===== config.mk =====
export PLATFORM = sky130hd
export DESIGN_NAME = led_status_ctrl
export DESIGN_NICKNAME = d
export VERILOG_FILES = /design/src/rtl/led_pkg.sv /design/src/rtl/led_channel.sv /design/src/rtl/led_status_ctrl.sv
export SDC_FILE = /design/constraint.sdc
export NUM_CORES = 1
export LEC_CHECK = 0
export BUFFER_PORTS_ARGS = -buffer_cell sky130_fd_sc_hd__buf_2
export CAP_MARGIN = 20
export CORE_ASPECT_RATIO = 1.25
export CORE_UTILIZATION = 45
export CTS_BUF_LIST = sky130_fd_sc_hd__clkbuf_4 sky130_fd_sc_hd__clkbuf_8 sky130_fd_sc_hd__clkbuf_16
export DETAILED_ROUTE_END_ITERATION = 8
export GPL_ROUTABILITY_DRIVEN = 0
export PLACE_DENSITY_LB_ADDON = 0.08
export SETUP_SLACK_MARGIN = 0.05
export SLEW_MARGIN = 30
export SYNTH_ARGS = -nofsm -noshare
export SYNTH_HDL_FRONTEND = slang
export SYNTH_SLANG_ARGS = --single-unit

===== constraint.sdc =====
create_clock -name clk_in -period 5.6 [get_ports clk_in]
set_input_delay 0.28 -clock clk_in [delete_from_list [all_inputs] [get_ports clk_in]]
set_output_delay 0.28 -clock clk_in [all_outputs]
set_load 0.05 [all_outputs]

===== src/rtl/led_pkg.sv =====
// Shared encodings and widths for the LED status controller.
// Imported by led_channel and led_status_ctrl.
package led_pkg;

    typedef enum logic [1:0] {
        MODE_OFF   = 2'd0,
        MODE_ON    = 2'd1,
        MODE_BLINK = 2'd2,
        MODE_BURST = 2'd3
    } led_mode_e;

    typedef enum logic [1:0] {
        ST_IDLE  = 2'd0,
        ST_LIT   = 2'd1,
        ST_DARK  = 2'd2,
        ST_PAUSE = 2'd3
    } led_state_e;

    localparam int PAUSE_MULT = 4;
    localparam int PERIOD_W   = 8;
    localparam int COUNT_W    = 4;
    localparam int PHASE_W    = 10;

    // State a channel enters when (re)configured.
    function automatic led_state_e entry_state(
        input led_mode_e            m,
        input logic [COUNT_W-1:0]   cnt
    );
        led_state_e s;
        s = ST_IDLE;
        unique case (m)
            MODE_OFF:   s = ST_IDLE;
            MODE_ON:    s = ST_LIT;
            MODE_BLINK: s = ST_LIT;
            MODE_BURST: s = (cnt == '0) ? ST_PAUSE : ST_LIT;
            default:    s = ST_IDLE;
        endcase
        return s;
    endfunction

endpackage


===== src/rtl/led_channel.sv =====
// One LED channel: config registers, pattern FSM, phase/flash counters
// and output flop. Ports: clk_in, rst_n_in, tick, pwm_cnt, wr_en,
// cfg_mode/period/count/duty (latched on wr_en), led_out.
module led_channel
    import led_pkg::*;
#(
    parameter int PWM_BITS = 4
) (
    input  logic                clk_in,
    input  logic                rst_n_in,
    input  logic                tick,
    input  logic [PWM_BITS-1:0] pwm_cnt,
    input  logic                wr_en,
    input  logic [1:0]          cfg_mode,
    input  logic [PERIOD_W-1:0] cfg_period,
    input  logic [COUNT_W-1:0]  cfg_count,
    input  logic [PWM_BITS-1:0] cfg_duty,
    output logic                led_out
);

    led_mode_e             mode_q, mode_d;
    led_state_e            state_q, state_d;
    logic [PERIOD_W-1:0]   period_q, period_d;
    logic [COUNT_W-1:0]    count_q, count_d;
    logic [COUNT_W-1:0]    flash_q, flash_d;
    logic [COUNT_W-1:0]    flash_inc;
    logic [PWM_BITS-1:0]   duty_q, duty_d;
    logic [PHASE_W-1:0]    phase_q, phase_d;
    logic [PHASE_W-1:0]    per_ext, limit;
    logic                  last, pwm_on, led_d;

    always_ff @(posedge clk_in or negedge rst_n_in) begin
        if (!rst_n_in) begin
            mode_q   <= MODE_OFF;
            state_q  <= ST_IDLE;
            period_q <= PERIOD_W'(1);
            count_q  <= '0;
            flash_q  <= '0;
            duty_q   <= '1;
            phase_q  <= '0;
            led_out  <= 1'b0;
        end else begin
            mode_q   <= mode_d;
            state_q  <= state_d;
            period_q <= period_d;
            count_q  <= count_d;
            flash_q  <= flash_d;
            duty_q   <= duty_d;
            phase_q  <= phase_d;
            led_out  <= led_d;
        end
    end

    always_comb begin
        mode_d    = mode_q;
        state_d   = state_q;
        period_d  = period_q;
        count_d   = count_q;
        flash_d   = flash_q;
        duty_d    = duty_q;
        phase_d   = phase_q;
        per_ext   = PHASE_W'(period_q);
        // PAUSE runs PAUSE_MULT times the normal phase length.
        limit     = (state_q == ST_PAUSE)
                  ? per_ext * PHASE_W'(PAUSE_MULT)
                  : per_ext;
        last      = (phase_q == limit - PHASE_W'(1));
        flash_inc = flash_q + COUNT_W'(1);
        pwm_on    = (&duty_q) || (pwm_cnt < duty_q);
        led_d     = (state_q == ST_LIT) && pwm_on;

        // A write restarts the channel and swallows a coincident tick.
        if (wr_en) begin
            mode_d   = led_mode_e'(cfg_mode);
            period_d = (cfg_period == '0) ? PERIOD_W'(1) : cfg_period;
            count_d  = cfg_count;
            duty_d   = cfg_duty;
            state_d  = entry_state(led_mode_e'(cfg_mode), cfg_count);
            phase_d  = '0;
            flash_d  = '0;
        end else if (tick) begin
            case (state_q)
                ST_IDLE: ;
                ST_LIT: begin
                    if (mode_q != MODE_ON) begin
                        if (last) begin
                            state_d = ST_DARK;
                            phase_d = '0;
                        end else begin
                            phase_d = phase_q + PHASE_W'(1);
                        end
                    end
                end
                ST_DARK: begin
                    if (last) begin
                        phase_d = '0;
                        state_d = ST_LIT;
                        if (mode_q == MODE_BURST) begin
                            flash_d = flash_inc;
                            if (flash_inc == count_q)
                                state_d = ST_PAUSE;
                        end
                    end else begin
                        phase_d = phase_q + PHASE_W'(1);
                    end
                end
                ST_PAUSE: begin
                    if (last) begin
                        phase_d = '0;
                        // count==0 keeps the channel parked here.
                        if (count_q != '0) begin
                            flash_d = '0;
                            state_d = ST_LIT;
                        end
                    end else begin
                        phase_d = phase_q + PHASE_W'(1);
                    end
                end
                default: state_d = ST_IDLE;
            endcase
        end
    end

endmodule


===== src/rtl/led_status_ctrl.sv =====
// Multi-channel LED status driver: prescaler tick, shared PWM counter,
// config write decode and N_CH led_channel instances.
// Ports: clk_in, rst_n_in, cfg_wr/cfg_ch/cfg_mode/cfg_period/cfg_count/
// cfg_duty (config write), tick_out (timebase pulse), led_out[N_CH].
module led_status_ctrl
    import led_pkg::*;
#(
    parameter int N_CH     = 4,
    parameter int TICK_DIV = 50000,
    parameter int PWM_BITS = 4,
    parameter int CH_W     = (N_CH > 1) ? $clog2(N_CH) : 1
) (
    input  logic                clk_in,
    input  logic                rst_n_in,
    input  logic                cfg_wr,
    input  logic [CH_W-1:0]     cfg_ch,
    input  logic [1:0]          cfg_mode,
    input  logic [PERIOD_W-1:0] cfg_period,
    input  logic [COUNT_W-1:0]  cfg_count,
    input  logic [PWM_BITS-1:0] cfg_duty,
    output logic                tick_out,
    output logic [N_CH-1:0]     led_out
);

    localparam int PRE_W = $clog2(TICK_DIV);

    logic [PRE_W-1:0]    presc_q;
    logic [PWM_BITS-1:0] pwm_q;

    assign tick_out = (presc_q == PRE_W'(TICK_DIV - 1));

    always_ff @(posedge clk_in or negedge rst_n_in) begin
        if (!rst_n_in) begin
            presc_q <= '0;
            pwm_q   <= '0;
        end else begin
            presc_q <= tick_out ? '0 : presc_q + PRE_W'(1);
            pwm_q   <= pwm_q + PWM_BITS'(1);
        end
    end

    for (genvar i = 0; i < N_CH; i++) begin : g_ch
        logic wr_en;
        // Indices with no matching channel never assert a write.
        assign wr_en = cfg_wr && (cfg_ch == CH_W'(i));

        led_channel #(
            .PWM_BITS (PWM_BITS)
        ) u_ch (
            .clk_in     (clk_in),
            .rst_n_in   (rst_n_in),
            .tick       (tick_out),
            .pwm_cnt    (pwm_q),
            .wr_en      (wr_en),
            .cfg_mode   (cfg_mode),
            .cfg_period (cfg_period),
            .cfg_count  (cfg_count),
            .cfg_duty   (cfg_duty),
            .led_out    (led_out[i])
        );
    end

endmodule

==> run summary <==
RSZ-0062 raised after global routing: no
CP endpoint: g_ch[2].u_ch.state_q[0]$_DFFE_PN0P_
GR Layer Usage met3: 0.03098
total track usage: 0.2271
busiest grt layer: met2
Seq/Total Area, Yosys: 0.3954
Slew HR: 0.3438
Layout Nets: 1258
met2 Track Usage GR: 0.4017
Power, Total: 4213 µW
vias in the first global route: 8085
Worst IR Drop VDD: 0.2336 mV
largest net degree at the start of global routing: 74
detailed placement HPWL: 17730 µm
min cycle time layout: 3.746 ns
Netlist cell types: 77
Clock Skew: 0.01270 ns
hold path depth: 3
Post-synth EDFFs: 0
Hold Vio Cnt, Final: 0
Mapped Area: 10190 µm²
Commonest cells post-synth: nand2_1 (270), dfrtp_1 (140), o21ai_0 (100), nor2_1 (60), ha_1 (46)
GR Util met1: 0.2827
top post-synthesis cells by area: dfrtp_1 (34%), nand2_1 (9.9%), ha_1 (5.6%)
Synth Flop Type: dfrtp_1
WP data arrival: 4.07 ns
Routed Antenna Nets: 0
worst hold path class: primary input to register
Synth warnings: 0
Max Cap Viol: 0
core footprint: 22210 µm²
Post-CTS Hold Buffers: 1
maximum fanout along the worst path: 17
Leak: 0.004860 µW
Starting Density: 0.4588
IO Port Bufs: 27
worst-path cell chain: ha_1 > mux2i_1 > xor2_1 > or3b_1 > a21o_1 > a2111oi_4 > a31oi_1 > o31ai_1 > mux2_2
r2r setup slk: 1.85 ns
root buf cell: clkbuf_16
flops & latches, synth: 160
Critical Path End Type: register
pre-CTS WS: 1.874 ns
fmax: 267.0 MHz
share of cells above drive strength 1: 0.1115
io pins: 28
latest clock arrival within the worst-skew pair: 0.44 ns
initial antenna violation count: 0
average size of a mapped cell: 8.635 µm²
clock slew at reported path FFs: 0.07 ns
Slowest cell on crit path: ha_1
post-CTS sizing: 0
# clock sinks: 160
die area: 23250 µm²
Critical Path RT: 5.92 ns
top cell type's share of synthesized area: 0.3438
top-count cell post-synth: nand2_1
Synth area leader: dfrtp_1
Reg-to-Reg Start: g_ch[2].u_ch.state_q[0]$_DFFE_PN0P_
global-route wire length before repair: 41120 µm
Async SR Flop Fraction: 1.000
worst setup path category: register to register
DRC: 0
Setup WS post-layout: 1.854 ns
via count: 8123
CTS tree: done
largest stage delay on the critical path: 0.64 ns
grt ovf: 0
DR vias/cell: 5.470
wire per inst: 16.79 µm
synthesized instance count: 1180
final setup violating endpoints: 0
Worst R2R Path Depth: 9
CTS H-tree depth: 4
Die Wd: 136.6 µm
Worst Setup SP: g_ch[2].u_ch.state_q[0]$_DFFE_PN0P_
final worst path period share: 0.6689
Inserted Clock Buffers: 17
Setup TNS Final: 0 ns
P&R area growth vs syn: 9.578%
Setup Fix Bufs, Post-CTS: 0
Fillers: 2125
Die H: 170.2 µm
Max Slew Vio Count: 0
worst slew pin tran: 0.9769 ns
DRT Wirelength: 24930 µm
initial drt markers: 328
DR pass1 iterations: 5
Worst setup SP type: register
clock buffer depth: 2
Synth Net Count: 1249
worst reg2reg path endpoint: g_ch[2].u_ch.state_q[0]$_DFFE_PN0P_
Antenna Cells: 0
num rows: 61
pwr dens: 377.3 nW/µm²
status: completed
-- placed cells by master (no fill, tap or decap), types with 26 or more instances in the layout --
| master | synthesis | layout |
|---|---|---|
| xor2_1 | 39 | 39 |
| xnor2_1 | 44 | 44 |
| nor3_1 | 31 | 31 |
| ha_1 | 46 | 46 |
| buf_2 | 8 | 26 |
| nand2b_1 | 35 | 35 |
| dfrtp_1 | 140 | 140 |
| mux2i_1 | 30 | 30 |
| nand3_1 | 39 | 39 |
| nand2_1 | 270 | 270 |
| nor2_1 | 60 | 58 |
| a21oi_1 | 26 | 26 |
| inv_1 | 36 | 36 |
| o21ai_0 | 100 | 100 |
-- layout make-up --
type	count	area [µm²]	share of cell area
repair buffers	38	226.5	0.02028
clock buffers	20	460.4	0.04124
multi-input cells	936	5778	0.5175
inverters	36	135.1	0.01210
flip-flops and latches	160	4029	0.3608
clock inverters	12	182.7	0.01636
well taps	283	354.1	0.03171
-- registers in the layout (all words and copies together) (netlist names) --
signal,count
g_ch.u_ch.period_q,32
g_ch.u_ch.duty_q,16
g_ch.u_ch.mode_q,8
g_ch.u_ch.phase_q,40
presc_q,16
g_ch.u_ch.state_q,8
g_ch.u_ch.count_q,16
g_ch.u_ch.flash_q,16
g_ch.u_ch.led_out,4
pwm_q,4
-- cells by family (layout without fill, tap and decap cells) --
family                   after synthesis  count (layout)  share of synthesized area
AND/OR/NAND/NOR                      539             539                     0.2485
AO/OA/AOI/OAI                        227             227                     0.1458
flip-flops                           160             160                     0.3954
XOR/XNOR                              84              84                    0.07367
buffers and inverters                 84             106                    0.03856
adder cells (fa/ha/maj)               46              46                    0.05648
multiplexers                          40              40                    0.04163
-- power by group --
part	internal, µW	leakage [µW]	switching, µW
Clock	779	0.000318	502
Sequential	1350	0.00201	214
Combinational	577	0.00253	795
-- how the worst min path moves through the flow --
stage	from	to	slack [ns]
4_1_cts	cfg_duty[0]	g_ch[2].u_ch.duty_q[0]$_DFFE_PN1P_	0.09
5_1_grt	cfg_duty[0]	g_ch[2].u_ch.duty_q[0]$_DFFE_PN1P_	0.11
6_report	cfg_duty[0]	g_ch[3].u_ch.duty_q[0]$_DFFE_PN1P_	0.1
3_3_place_gp	rst_n_in	presc_q[11]$_DFF_PN0_	0.35
3_5_place_dp	rst_n_in	presc_q[11]$_DFF_PN0_	0.35
2_1_floorplan	rst_n_in	g_ch[0].u_ch.count_q[0]$_DFFE_PN0P_	-0.02
-- metrics by stage --
stage	hold slack, ns	std cells	util	cell area, µm²
6_report	0.09905	1485	0.5027	11170
5_1_grt	0.1070	1485	0.5027	11170
4_1_cts	0.09292	1485	0.5027	11170
3_5_place_dp	0.3491	1452	0.4733	10510
3_3_place_gp	0.3457	1452	0.4733	10510
2_1_floorplan	-0.01559	1180	-	10190
-- routing by layer --
metal / wire length [µm] / up-vias
li1: - / 4075
met1: 11310 / 3910
met2: 12590 / 114
met3: 703 / 24
met4: 330 / 0
met5: 0 / -
-- worst max-delay path: cells and delay by family, from the launching register on --
kind                     cells  cell delay, ns
AND/OR/NAND/NOR              1            0.37
XOR/XNOR                     1            0.17
adder cells (fa/ha/maj)      1            0.64
flip-flops                   1            0.42
multiplexers                 2            0.82
AO/OA/AOI/OAI                4            1.18
(Power assumes the default switching activity.)
